`config.mk`:
```
export PLATFORM = sky130hd
export DESIGN_NAME = led_array_sequencer
export DESIGN_NICKNAME = d
export VERILOG_FILES = /design/src/rtl/led_array_sequencer.sv
export SDC_FILE = /design/constraint.sdc
export NUM_CORES = 1
export LEC_CHECK = 0
export ABC_CLOCK_PERIOD_IN_PS = 1610
export BUFFER_PORTS_ARGS = -buffer_cell sky130_fd_sc_hd__buf_2
export CAP_MARGIN = 20
export CORE_MARGIN = 10
export CORE_UTILIZATION = 55
export CTS_BUF_LIST = sky130_fd_sc_hd__clkbuf_4 sky130_fd_sc_hd__clkbuf_8 sky130_fd_sc_hd__clkbuf_16
export DETAILED_ROUTE_END_ITERATION = 12
export PLACE_DENSITY = 0.75
export SYNTH_ARGS = -nofsm -noshare
export SYNTH_HDL_FRONTEND = slang
export SYNTH_SLANG_ARGS = --single-unit
```
`constraint.sdc`:
```
create_clock -name CLK -period 1.61 [get_ports CLK]
set_input_delay 0.322 -clock CLK [delete_from_list [all_inputs] [get_ports CLK]]
set_output_delay 0.322 -clock CLK [all_outputs]
set_load 0.02 [all_outputs]
```
`src/rtl/led_array_sequencer.sv`:
```
// Serial-addressed LED array sequencer: 3-wire frame loader, per-channel mode registers,
// internal blink and PWM generation, registered LED drive.
module led_array_sequencer #(
    parameter int N_LEDS    = 20,
    parameter int ADDR_W    = 5,
    parameter int MODE_W    = 3,
    parameter int BLINK_DIV = 1000000,
    parameter int PWM_DIV   = 16
) (
    input  logic              CLK,
    input  logic              RESET,
    input  logic              SCLK,
    input  logic              DATA,
    input  logic              LATCH,
    output logic [N_LEDS-1:0] LED,
    output logic              FRAME_ERR
);

    localparam int FRAME_W = MODE_W + ADDR_W;
    localparam int CNT_W   = $clog2(FRAME_W + 2);
    localparam int BLINK_W = $clog2(BLINK_DIV);
    localparam int PRE_W   = (PWM_DIV > 1) ? $clog2(PWM_DIV) : 1;

    localparam logic [ADDR_W-1:0] ADDR_BCAST  = {ADDR_W{1'b1}};
    localparam logic [ADDR_W-1:0] ADDR_BRIGHT = {{(ADDR_W-1){1'b1}}, 1'b0};
    localparam logic [CNT_W-1:0]  CNT_FULL    = CNT_W'(FRAME_W);
    localparam logic [CNT_W-1:0]  CNT_SAT     = CNT_W'(FRAME_W + 1);

    logic sclkMeta_q, sclkSync_q, sclkPrev_q;
    logic dataMeta_q, dataSync_q;
    logic latchMeta_q, latchSync_q, latchPrev_q;
    logic sclkRise, latchRise;

    logic [FRAME_W-1:0] shift_q, shift_d;
    logic [CNT_W-1:0]   bitCnt_q, bitCnt_d;
    logic [MODE_W-1:0]  mode_q [N_LEDS];
    logic [MODE_W-1:0]  mode_d [N_LEDS];
    logic [MODE_W-1:0]  bright_q, bright_d;
    logic               frameErr_q, frameErr_d;

    logic [BLINK_W-1:0] blinkCnt_q, blinkCnt_d;
    logic               blinkA_q, blinkA_d, blinkB_q, blinkB_d, blinkWrap;
    logic [PRE_W-1:0]   pre_q, pre_d;
    logic [MODE_W-1:0]  pwmCnt_q, pwmCnt_d;
    logic               preWrap, pwmOn;
    logic [N_LEDS-1:0]  led_q, led_d;

    logic [ADDR_W-1:0]  frameAddr;
    logic [MODE_W-1:0]  frameField;
    logic               addrIsLed;

    assign sclkRise   = sclkSync_q & ~sclkPrev_q;
    assign latchRise  = latchSync_q & ~latchPrev_q;
    assign frameAddr  = shift_q[ADDR_W-1:0];
    assign frameField = shift_q[FRAME_W-1:ADDR_W];
    assign addrIsLed  = (32'(frameAddr) < N_LEDS);

    // A LATCH rise takes priority: any SCLK rise seen in the same cycle is dropped.
    always_comb begin
        shift_d    = shift_q;
        bitCnt_d   = bitCnt_q;
        mode_d     = mode_q;
        bright_d   = bright_q;
        frameErr_d = 1'b0;
        if (latchRise) begin
            bitCnt_d = '0;
            if (bitCnt_q != CNT_FULL) begin
                frameErr_d = 1'b1;
            end else if (addrIsLed) begin
                for (int i = 0; i < N_LEDS; i++) begin
                    if (frameAddr == ADDR_W'(i)) mode_d[i] = frameField;
                end
            end else if (frameAddr == ADDR_BCAST) begin
                for (int i = 0; i < N_LEDS; i++) mode_d[i] = frameField;
            end else if (frameAddr == ADDR_BRIGHT) begin
                bright_d = frameField;
            end else begin
                frameErr_d = 1'b1;
            end
        end else if (sclkRise && !latchSync_q) begin
            shift_d = {shift_q[FRAME_W-2:0], dataSync_q};
            if (bitCnt_q != CNT_SAT) bitCnt_d = bitCnt_q + CNT_W'(1);
        end
    end

    // blink_b toggles only on wraps that take blink_a from 0 to 1.
    always_comb begin
        blinkWrap  = (blinkCnt_q == BLINK_W'(BLINK_DIV - 1));
        blinkCnt_d = blinkWrap ? '0 : blinkCnt_q + BLINK_W'(1);
        blinkA_d   = blinkA_q ^ blinkWrap;
        blinkB_d   = blinkB_q ^ (blinkWrap & ~blinkA_q);
        preWrap    = (pre_q == PRE_W'(PWM_DIV - 1));
        pre_d      = preWrap ? '0 : pre_q + PRE_W'(1);
        pwmCnt_d   = preWrap ? pwmCnt_q + MODE_W'(1) : pwmCnt_q;
        pwmOn      = (pwmCnt_q <= bright_q);
    end

    always_comb begin
        led_d = '0;
        for (int i = 0; i < N_LEDS; i++) begin
            case (32'(mode_q[i]))
                1:       led_d[i] = pwmOn;
                2:       led_d[i] = pwmOn & blinkA_q;
                3:       led_d[i] = pwmOn & blinkB_q;
                4:       led_d[i] = pwmOn & ~blinkA_q;
                default: led_d[i] = 1'b0;
            endcase
        end
    end

    always_ff @(posedge CLK) begin
        if (RESET) begin
            sclkMeta_q  <= 1'b0;
            sclkSync_q  <= 1'b0;
            sclkPrev_q  <= 1'b0;
            dataMeta_q  <= 1'b0;
            dataSync_q  <= 1'b0;
            latchMeta_q <= 1'b0;
            latchSync_q <= 1'b0;
            latchPrev_q <= 1'b0;
            shift_q     <= '0;
            bitCnt_q    <= '0;
            for (int i = 0; i < N_LEDS; i++) mode_q[i] <= '0;
            bright_q    <= '1;
            frameErr_q  <= 1'b0;
            blinkCnt_q  <= '0;
            blinkA_q    <= 1'b0;
            blinkB_q    <= 1'b0;
            pre_q       <= '0;
            pwmCnt_q    <= '0;
            led_q       <= '0;
        end else begin
            sclkMeta_q  <= SCLK;
            sclkSync_q  <= sclkMeta_q;
            sclkPrev_q  <= sclkSync_q;
            dataMeta_q  <= DATA;
            dataSync_q  <= dataMeta_q;
            latchMeta_q <= LATCH;
            latchSync_q <= latchMeta_q;
            latchPrev_q <= latchSync_q;
            shift_q     <= shift_d;
            bitCnt_q    <= bitCnt_d;
            mode_q      <= mode_d;
            bright_q    <= bright_d;
            frameErr_q  <= frameErr_d;
            blinkCnt_q  <= blinkCnt_d;
            blinkA_q    <= blinkA_d;
            blinkB_q    <= blinkB_d;
            pre_q       <= pre_d;
            pwmCnt_q    <= pwmCnt_d;
            led_q       <= led_d;
        end
    end

    assign LED       = led_q;
    assign FRAME_ERR = frameErr_q;

endmodule

```
==> results of run 1 <==
-- Yosys cell counts, drive strengths merged, types with 5 or more instances --
library cell / n
dfxtp: 133
a2111oi: 5
nor2b: 10
xor2: 12
nor4: 9
nor2: 65
a311oi: 20
nand4: 8
and3: 5
buf: 17
nor3: 51
xnor2: 11
ha: 10
o2111ai: 6
a21oi: 50
clkbuf: 27
inv: 13
o21ai: 24
mux2i: 52
or3: 8
nand2: 30
nand3: 36
and4: 7
-- sequential cells by signal, summed over array words and instances (netlist names), 3 cells and up --
name / cells
blinkCnt_q: 20
shift_q: 8
pre_q: 4
bright_q: 3
LED: 20
mode_q: 60
pwmCnt_q: 3
bitCnt_q: 4
-- what timing repair did --
action,in CTS,in global routing
endpoints found under the hold margin,2,0
gates resized for setup,42,77
pin swaps,12,27
cloned,1,4
hold buffers,2,0
setup buffers,2,11
setup endpoints to repair,98,96
-- layout make-up --
type                       count  area [um2]
sequential                   133        2690
clock buffer                  21         457
inverter                      13        48.8
fill                         690        2650
tap                          136         170
timing repair buffer          94         815
multi-input combinational    449        3480
clock inverter                 9         105
-- kinds of logic (layout without fill, tap and decap cells) --
logic type / Yosys count / count (layout) / share of synthesized area [%]
DFF: 133 / 133 / 44.8
adders and majority gates: 10 / 10 / 2.10
buffers and inverters: 57 / 137 / 4.27
AOI/OAI and AO/OA: 114 / 114 / 13.7
and+or+nand+nor: 249 / 250 / 23.0
muxes: 52 / 52 / 8.76
xor gates and xnor gates: 23 / 23 / 3.39
-- power by group through the flow --
| stage | sequential [W] | clock, W | combinational (W) |
|---|---|---|---|
| 3_3_place_gp | 0.00341 | 0 | 0.000154 |
| 6_report | 0.00333 | 0.00369 | 0.000228 |
| 5_1_grt | 0.00333 | 0.00388 | 0.000248 |
| 3_5_place_dp | 0.00341 | 0 | 0.000161 |
| 4_1_cts | 0.00333 | 0.00371 | 0.000179 |
| 2_1_floorplan | 0.00341 | 0 | 0.000108 |
-- metrics by stage --
stage / hold WS (ns) / util (%) / worst slack, ns / power [W] / setup TNS [ns]
2_1_floorplan: 0.414 / - / 0.00140 / 0.00351 / 0
3_3_place_gp: 0.419 / 62.3 / -0.127 / 0.00356 / -2.72
3_5_place_dp: 0.423 / 62.3 / -0.180 / 0.00357 / -6.52
4_1_cts: 0.00843 / 69.7 / -0.0912 / 0.00722 / -0.836
5_1_grt: 0.0103 / 74.6 / -0.206 / 0.00746 / -9.34
6_report: 0.0275 / 74.6 / -0.123 / 0.00725 / -3.65
-- worst max-delay path by stage --
stage	to	slack [ns]	cells after the start
6_report	blinkCnt_q[10]	-0.12	6
5_1_grt	mode_q[6]	-0.21	8
3_5_place_dp	mode_q[33]	-0.18	5
4_1_cts	mode_q[35]	-0.09	4
2_1_floorplan	mode_q[36]	0.001	7
3_3_place_gp	mode_q[33]	-0.13	5
-- metal layers --
layer | routed length [um] | global-route usage, % | up-vias
met5 | 0 | 0 | -
met4 | 413 | 8.78 | 0
met3 | 769 | 4.93 | 45
met2 | 8050 | 34.6 | 168
met1 | 6660 | 23.1 | 2610
li1 | - | - | 2454
==> impl_metrics.yaml, run 1 <==
outcome:
  outcome: "finished, violations left"
  violations: "setup timing"
clocking:
  ctsRootBufferMaster: "clkbuf_8"
  cts.path.max_buffers: 2
  cts_tree: "done"
  numClockSinks: 133
  clkTransAtPathRegs_ns: 0.06
  cts_buffers: 17
  worst_skew_pair.late_latency_ns: 0.54
  cts_htree_levels: 4
logic_synthesis:
  synth_top_area_share_pct: 44.8
  synth_fp_nets: 653
  syn_inst: 638
  async_reset_ff_share_pct: 0
  synth_edf_count: 0
  synthTopCellsByArea: "dfxtp_1 45%, mux2i_1 8.8%, nor3_1 4.3%"
  yosys_warnings: 0
  synthesis.area_um2: 5940
  seq_area_frac_synth_pct: 44.8
  syn_area_per_cell_um2: 9.32
  synth_cell_type_count: 54
  ys.flop_type: "dfxtp_1"
  yosys.area.top_type: "dfxtp_1"
  ys_ff_latch: 133
timing:
  period_share_pct: 108
  grt_setup_unrepaired: "yes"
  max-slew-margin-rel_pct: 44.2
  fin_ws_ns: -0.123
  finalHoldViolCount: 0
  post-route-min-period_ns: 1.73
  setup-violations-final: 59
  fmax_mhz: 577
  final_max_slew_viol_count: 0
  worst_clock_skew_ns: 0.0113
  tightest_slew_ns: 0.836
routing:
  routed_wl_um: 15900
  vias: 5277
  wl_per_cell_um: 18.6
  dr.pass1.iters: 6
  route.detailed.drc: 0
  drt.antenna.violating_nets: 0
  first_iter_violations: 535
  vias_per_cell: 6.17
worst_setup_path:
  crit_type: "flop to flop"
  reg2reg_from: "blinkCnt_q[16]"
  crit_start: "blinkCnt_q[16]"
  crit_required_ns: 2.03
  reg2reg_setup_slack_ns: -0.12
  reg2reg_to: "blinkCnt_q[10]"
  reg2reg_depth: 6
  critPathCaptureType: "flop"
  critical_path.top_delay_family: "simple AND/OR/NAND/NOR gates"
  crit_arrival_ns: 2.15
  crit_chain: "nand3_2 -> or4b_4 -> o31ai_4 -> buf_6 -> clkbuf_16 -> nor2_4"
  cp_max_fo: 5
  path_buf_inv: 2
  critPathLaunchType: "flop"
  slowest_stage: "or4b_4"
  cpPeakStageDelay_ns: 0.57
grt:
  grt_max_degree: 81
  grt_pass1_wl_um: 24700
  grt_overflow: 0
  grtUsageTotal_pct: 20.0
  antenna_found_initial: 0
  grt_pass1_vias: 5038
power:
  sequentialPowerShare_pct: 46.0
  netSwitchingFraction_pct: 21.3
  p_comb_share_pct: 3.2
  peakVddDrop_mv: 0.939
  leakagePower_nw: 2.77
  p_sw_w: 0.00154
  powerDensity_nw_per_um2: 933
  pwr-share-clk_pct: 50.9
  internal_power_w: 0.00570
placed_design:
  placed_cells: 805
  numPortBuffers: 25
  post_dp_cell_area_um2: 6490
  hpwl_um: 8770
  gp_congestion: 0.882
cells_and_area:
  syn2layout_area_growth_pct: 30.6
  fin_cells: 855
  layout_commonest_cell: "dfxtp_1"
  fin_area_um2: 7770
  drive_gt1_share_pct: 31.2
  nets: 723
  final_cell_mix: "119 x dfxtp_1, 53 x nor2_1, 52 x mux2i_1"
  diodes: 0
die:
  die_area_um2: 15400
  fp.coreArea_um2: 10400
  start_util_pct: 57.1
  pin_count: 26
  rows: 37
  chipHeight_um: 124
  die_w_um: 124
worst_hold_path:
  min_path_type: "primary input to flop"
  holdPathEnd: "sclkMeta_q"
  whs_path_depth: 2
  worstHoldStart: "SCLK"
job:
  cap_violations: 0
Note: power is estimated with default switching activity, not from simulation.
==> inputs of run 2 (changes only) <==
--- a/config.mk
+++ b/config.mk
@@ -8,6 +8,7 @@
 export ABC_CLOCK_PERIOD_IN_PS = 1610
 export BUFFER_PORTS_ARGS = -buffer_cell sky130_fd_sc_hd__buf_2
 export CAP_MARGIN = 20
+export CORE_ASPECT_RATIO = 1.75
 export CORE_MARGIN = 10
 export CORE_UTILIZATION = 55
 export CTS_BUF_LIST = sky130_fd_sc_hd__clkbuf_4 sky130_fd_sc_hd__clkbuf_8 sky130_fd_sc_hd__clkbuf_16
==> impl_metrics.yaml, run 2 (synthesis gave the netlist of run 1 again) <==
timing:
  hold_ws_ns: 0.109
  setup-violations-final: 48
  finalHoldViolCount: 0
  fmax_mhz: 538
  grt_setup_unrepaired: "yes"
  worst_clock_skew_ns: 0.00726
  max-slew-margin-rel_pct: 61.9
  post-route-min-period_ns: 1.86
  fin_ws_ns: -0.248
  tightest_slew_ns: 0.571
  period_share_pct: 115
  tns_ns: -3.20
  final_max_slew_viol_count: 0
cells_and_area:
  final_cell_mix: "113 x dfxtp_1, 59 x buf_4, 53 x nor2_1"
  nets: 732
  drive_gt1_share_pct: 33.2
  top_register: "mode_q"
  layout_commonest_cell: "dfxtp_1"
  syn2layout_area_growth_pct: 31.9
  regArea_um2: 2700
  multi_input_area_um2: 3470
  fillers: 688
  diodes: 0
  fin_area_um2: 7840
  largest_register_ffs: 60
worst_hold_path:
  min_path_type: "primary input to flop"
grt:
  grt_pass1_vias: 5244
  grt_max_degree: 49
  antenna_found_initial: 0
  grtUsageTotal_pct: 20.3
  grt_pass1_wl_um: 25700
  grt_overflow: 0
worst_setup_path:
  crit_required_ns: 1.92
  cp_max_fo: 7
  crit_type: "flop to flop"
  critPathLaunchType: "flop"
  critPathCaptureType: "flop"
  crit_arrival_ns: 2.17
routing:
  drt.antenna.violating_nets: 0
  routed_wl_um: 17400
  met3WireLength_um: 840
  wl_met1_um: 6010
  dr.pass1.iters: 6
  first_iter_violations: 365
  wl_met2_um: 9540
  wl_per_cell_um: 20.2
  route.detailed.drc: 0
  vias: 5459
  highest_layer: "met4"
  vias_per_cell: 6.35
clocking:
  cts_tree: "done"
  worst_skew_pair.late_latency_ns: 0.43
  numClockSinks: 133
  clkTransAtPathRegs_ns: 0.06
  hold_buffers: 0
  cts.path.max_buffers: 2
  cts_buffers: 17
  ctsRootBufferMaster: "clkbuf_16"
  cts_htree_levels: 4
die:
  die_w_um: 98.6
  pin_count: 26
  die_area_um2: 15500
  start_util_pct: 55.9
  chipHeight_um: 158
  fp.coreArea_um2: 10600
  rows: 50
placed_design:
  post-place-ws_ns: -0.220
  numPortBuffers: 25
  hpwl_um: 9640
  gp_congestion: 0.812
  post_dp_cell_area_um2: 6530
outcome:
  violations: "setup timing"
  outcome: "finished, violations left"
power:
  powerDensity_nw_per_um2: 969
  power_w: 0.00760
  peakVddDrop_mv: 0.865
  leakagePower_nw: 2.85
job:
  cap_violations: 0
==> run 2: where the power goes <==
group	internal (W)	total, W	leakage [nW]	switching [W]
Clock	0.00258	0.00405	0.299	0.00148
Sequential	0.00331	0.00333	1.08	0.0000204
Combinational	0.0000869	0.000215	1.47	0.000128
Total	0.00597	0.00760	2.85	0.00162
==> run 2: final cells by class <==
cell class	instances	share of cell area (%)
clock inverter	11	1.90
sequential	133	34.4
tap	130	2.08
clock buffer	21	6.05
inverter	13	0.623
timing repair buffer	103	10.6
multi-input combinational	449	44.3
==> run 2: worst max-delay path, stage by stage, from the launching register on <==
cell and delay [ns]:
dfxtp_4 0.40, buf_6 0.14, nand3_1 0.22, a2111oi_4 0.67, mux2i_1 0.26, nor2_1 0.06
==> run 2: repair_timing <==
action                     4_1_cts  5_1_grt
pin swaps                       24       24
resized for setup               54       75
setup endpoints to repair       93      105
cloned                           2        1
buffers inserted                12        8
==> run 2: metal layers <==
metal	vias to the layer above	global-route usage, %
met5	-	0
met4	0	13.0
met3	85	4.65
met2	224	38.3
met1	2663	19.0
li1	2487	-
==> run 2: stage by stage <==
step | cells | utilization (%)
2_1_floorplan | 638 | -
3_3_place_gp | 805 | 61.4
3_5_place_dp | 805 | 61.4
4_1_cts | 851 | 69.8
5_1_grt | 860 | 73.7
6_report | 860 | 73.7
==> run 2: path summary, 6_finish.rpt <==
| check | from | end | slack, ns | depth (start not counted) |
|---|---|---|---|---|
| setup / recovery | shift_q[3] | mode_q[40] | -0.25 | 5 |
| hold / removal | LATCH | latchMeta_q | 0.11 | 2 |
| setup reg to reg | shift_q[3] | mode_q[40] | -0.25 | 5 |
| hold reg to reg | sclkMeta_q | sclkSync_q | 0.44 | 1 |
==> inputs of run 3 (changes only) <==
--- a/config.mk
+++ b/config.mk
@@ -13,7 +13,8 @@
 export CORE_UTILIZATION = 55
 export CTS_BUF_LIST = sky130_fd_sc_hd__clkbuf_4 sky130_fd_sc_hd__clkbuf_8 sky130_fd_sc_hd__clkbuf_16
 export DETAILED_ROUTE_END_ITERATION = 12
-export PLACE_DENSITY = 0.75
+export PLACE_DENSITY = 0.73
+export SLEW_MARGIN = 0
 export SYNTH_ARGS = -nofsm -noshare
 export SYNTH_HDL_FRONTEND = slang
 export SYNTH_SLANG_ARGS = --single-unit
==> impl_metrics.yaml, run 3 (synthesis gave the netlist of run 1 again) <==
die:
  start_util_pct: 55.9
  die_area_um2: 15500
  pin_count: 26
  fp.coreArea_um2: 10600
  rows: 50
  die_w_um: 98.6
  chipHeight_um: 158
clocking:
  cts_buffers: 17
  hold_buffers: 0
  cts_htree_levels: 4
  clkTransAtPathRegs_ns: 0.05
  ctsRootBufferMaster: "clkbuf_16"
  cts_tree: "done"
  numClockSinks: 133
  worst_skew_pair.late_latency_ns: 0.42
  cts.path.max_buffers: 2
worst_setup_path:
  cpPeakStageDelay_ns: 0.50
  cp_common_cell: "buf_6"
  crit_arrival_ns: 2.01
  critical_path.top_delay_family: "simple AND/OR/NAND/NOR gates"
  crit_chain: "nand3_2 -> or4b_4 -> buf_6 -> o31ai_4 -> buf_6 -> a21oi_2"
  critPathCaptureType: "flop"
  slowest_stage: "or4b_4"
  cp_max_fo: 6
  crit_type: "flop to flop"
  crit_required_ns: 1.90
  critPathLaunchType: "flop"
  reg2reg_setup_slack_ns: -0.11
  path_buf_inv: 2
timing:
  fin_ws_ns: -0.108
  grt_setup_unrepaired: "yes"
  worst_clock_skew_ns: 0.00896
  setup-violations-final: 48
  period_share_pct: 107
  tightest_slew_ns: 0.430
  max-slew-margin-rel_pct: 71.3
  fmax_mhz: 582
  final_max_slew_viol_count: 0
  post-route-min-period_ns: 1.72
  finalHoldViolCount: 0
power:
  leakagePower_nw: 2.90
  power_w: 0.00722
  peakVddDrop_mv: 0.820
  powerDensity_nw_per_um2: 917
grt:
  grt_max_degree: 78
  antenna_found_initial: 0
  grt_pass1_vias: 5227
  grt_overflow: 0
  grt_pass1_wl_um: 24800
  grtUsageTotal_pct: 19.5
routing:
  routed_wl_um: 16200
  vias: 5349
  route.detailed.drc: 0
  first_iter_violations: 359
  vias_per_cell: 6.11
  drt.antenna.violating_nets: 0
  dr.pass1.iters: 7
  wl_per_cell_um: 18.5
placed_design:
  placed_cells: 820
  post-place-ws_ns: -0.199
  hpwl_um: 9750
  gp_congestion: 0.829
  numPortBuffers: 25
cells_and_area:
  top_register: "mode_q"
  fin_cells: 876
  layout_commonest_cell: "dfxtp_1"
  fillers: 710
  drive_gt1_share_pct: 33.9
  nets: 749
  largest_register_ffs: 60
  diodes: 0
  syn2layout_area_growth_pct: 32.5
  fin_util_pct: 74.0
  final_cell_mix: "114 x dfxtp_1, 68 x buf_4, 57 x nor2_1"
outcome:
  violations: "setup timing"
  outcome: "finished, violations left"
job:
  cap_violations: 0
worst_hold_path:
  min_path_type: "primary input to flop"
## run 3: cell types whose count changed in the layout (fill, tap and decap cells not counted), sizes merged
cell,delta
bufinv,-1
nand3b,-1
clkbuf,-3
clkinv,+4
clkinvlp,-1
buf,+18
## run 3: what timing repair did
action                                  in CTS  in global routing
endpoints found under the setup margin      82                100
pin swaps                                   22                 22
cloned                                       1                  1
resized for setup                           61                 60
setup buffers                               14                  9
## run 3: worst paths after layout
path / from / endpoint / cells past startpoint
setup / recovery: blinkCnt_q[16] / blinkCnt_q[18] / 6
hold / removal: SCLK / sclkMeta_q / 2
setup reg to reg: blinkCnt_q[16] / blinkCnt_q[18] / 6
hold reg to reg: latchMeta_q / latchSync_q / 1
## run 3: metrics by stage
step / setup TNS (ns) / area [um2] / hold slack (ns)
finish: -3.37 / 7870 / 0.116
global route: -7.30 / 7870 / 0.122
global placement: -6.23 / 6660 / 0.450
floorplan: 0 / 5980 / 0.414
detailed placement: -9.80 / 6660 / 0.432
CTS: -2.91 / 7530 / 0.110
## run 3: worst register-to-register path, cell delays in order, from the launching register on
cell	delay (ns)
dfxtp_2	0.33
nand3_2	0.10
or4b_4	0.50
buf_6	0.14
o31ai_4	0.29
buf_6	0.20
a21oi_2	0.04
## run 3: power by group
part           leakage [nW]  switching [W]  total [W]  internal [W]
combinational          1.54       0.000117   0.000197     0.0000794
sequential             1.08      0.0000207    0.00333       0.00331
clock                 0.279        0.00142    0.00370       0.00228
## run 3: per-layer routing
metal	GRT usage, %	share of wire (%)
met3	4.13	4.0
met2	36.7	55
met1	18.9	36
met5	0	0
met4	11.0	4.6
## run 3: layout make-up
type                            instances  area (um2)  share of cell area, %
Multi-Input combinational cell        448        3400                   43.1
Sequential cell                       133        2700                   34.3
Timing Repair Buffer                  121         998                   12.7
Clock buffer                           18         433                   5.50
Tap cell                              130         163                   2.07
Clock inverter                         13         135                   1.72
Inverter                               13        48.8                  0.620
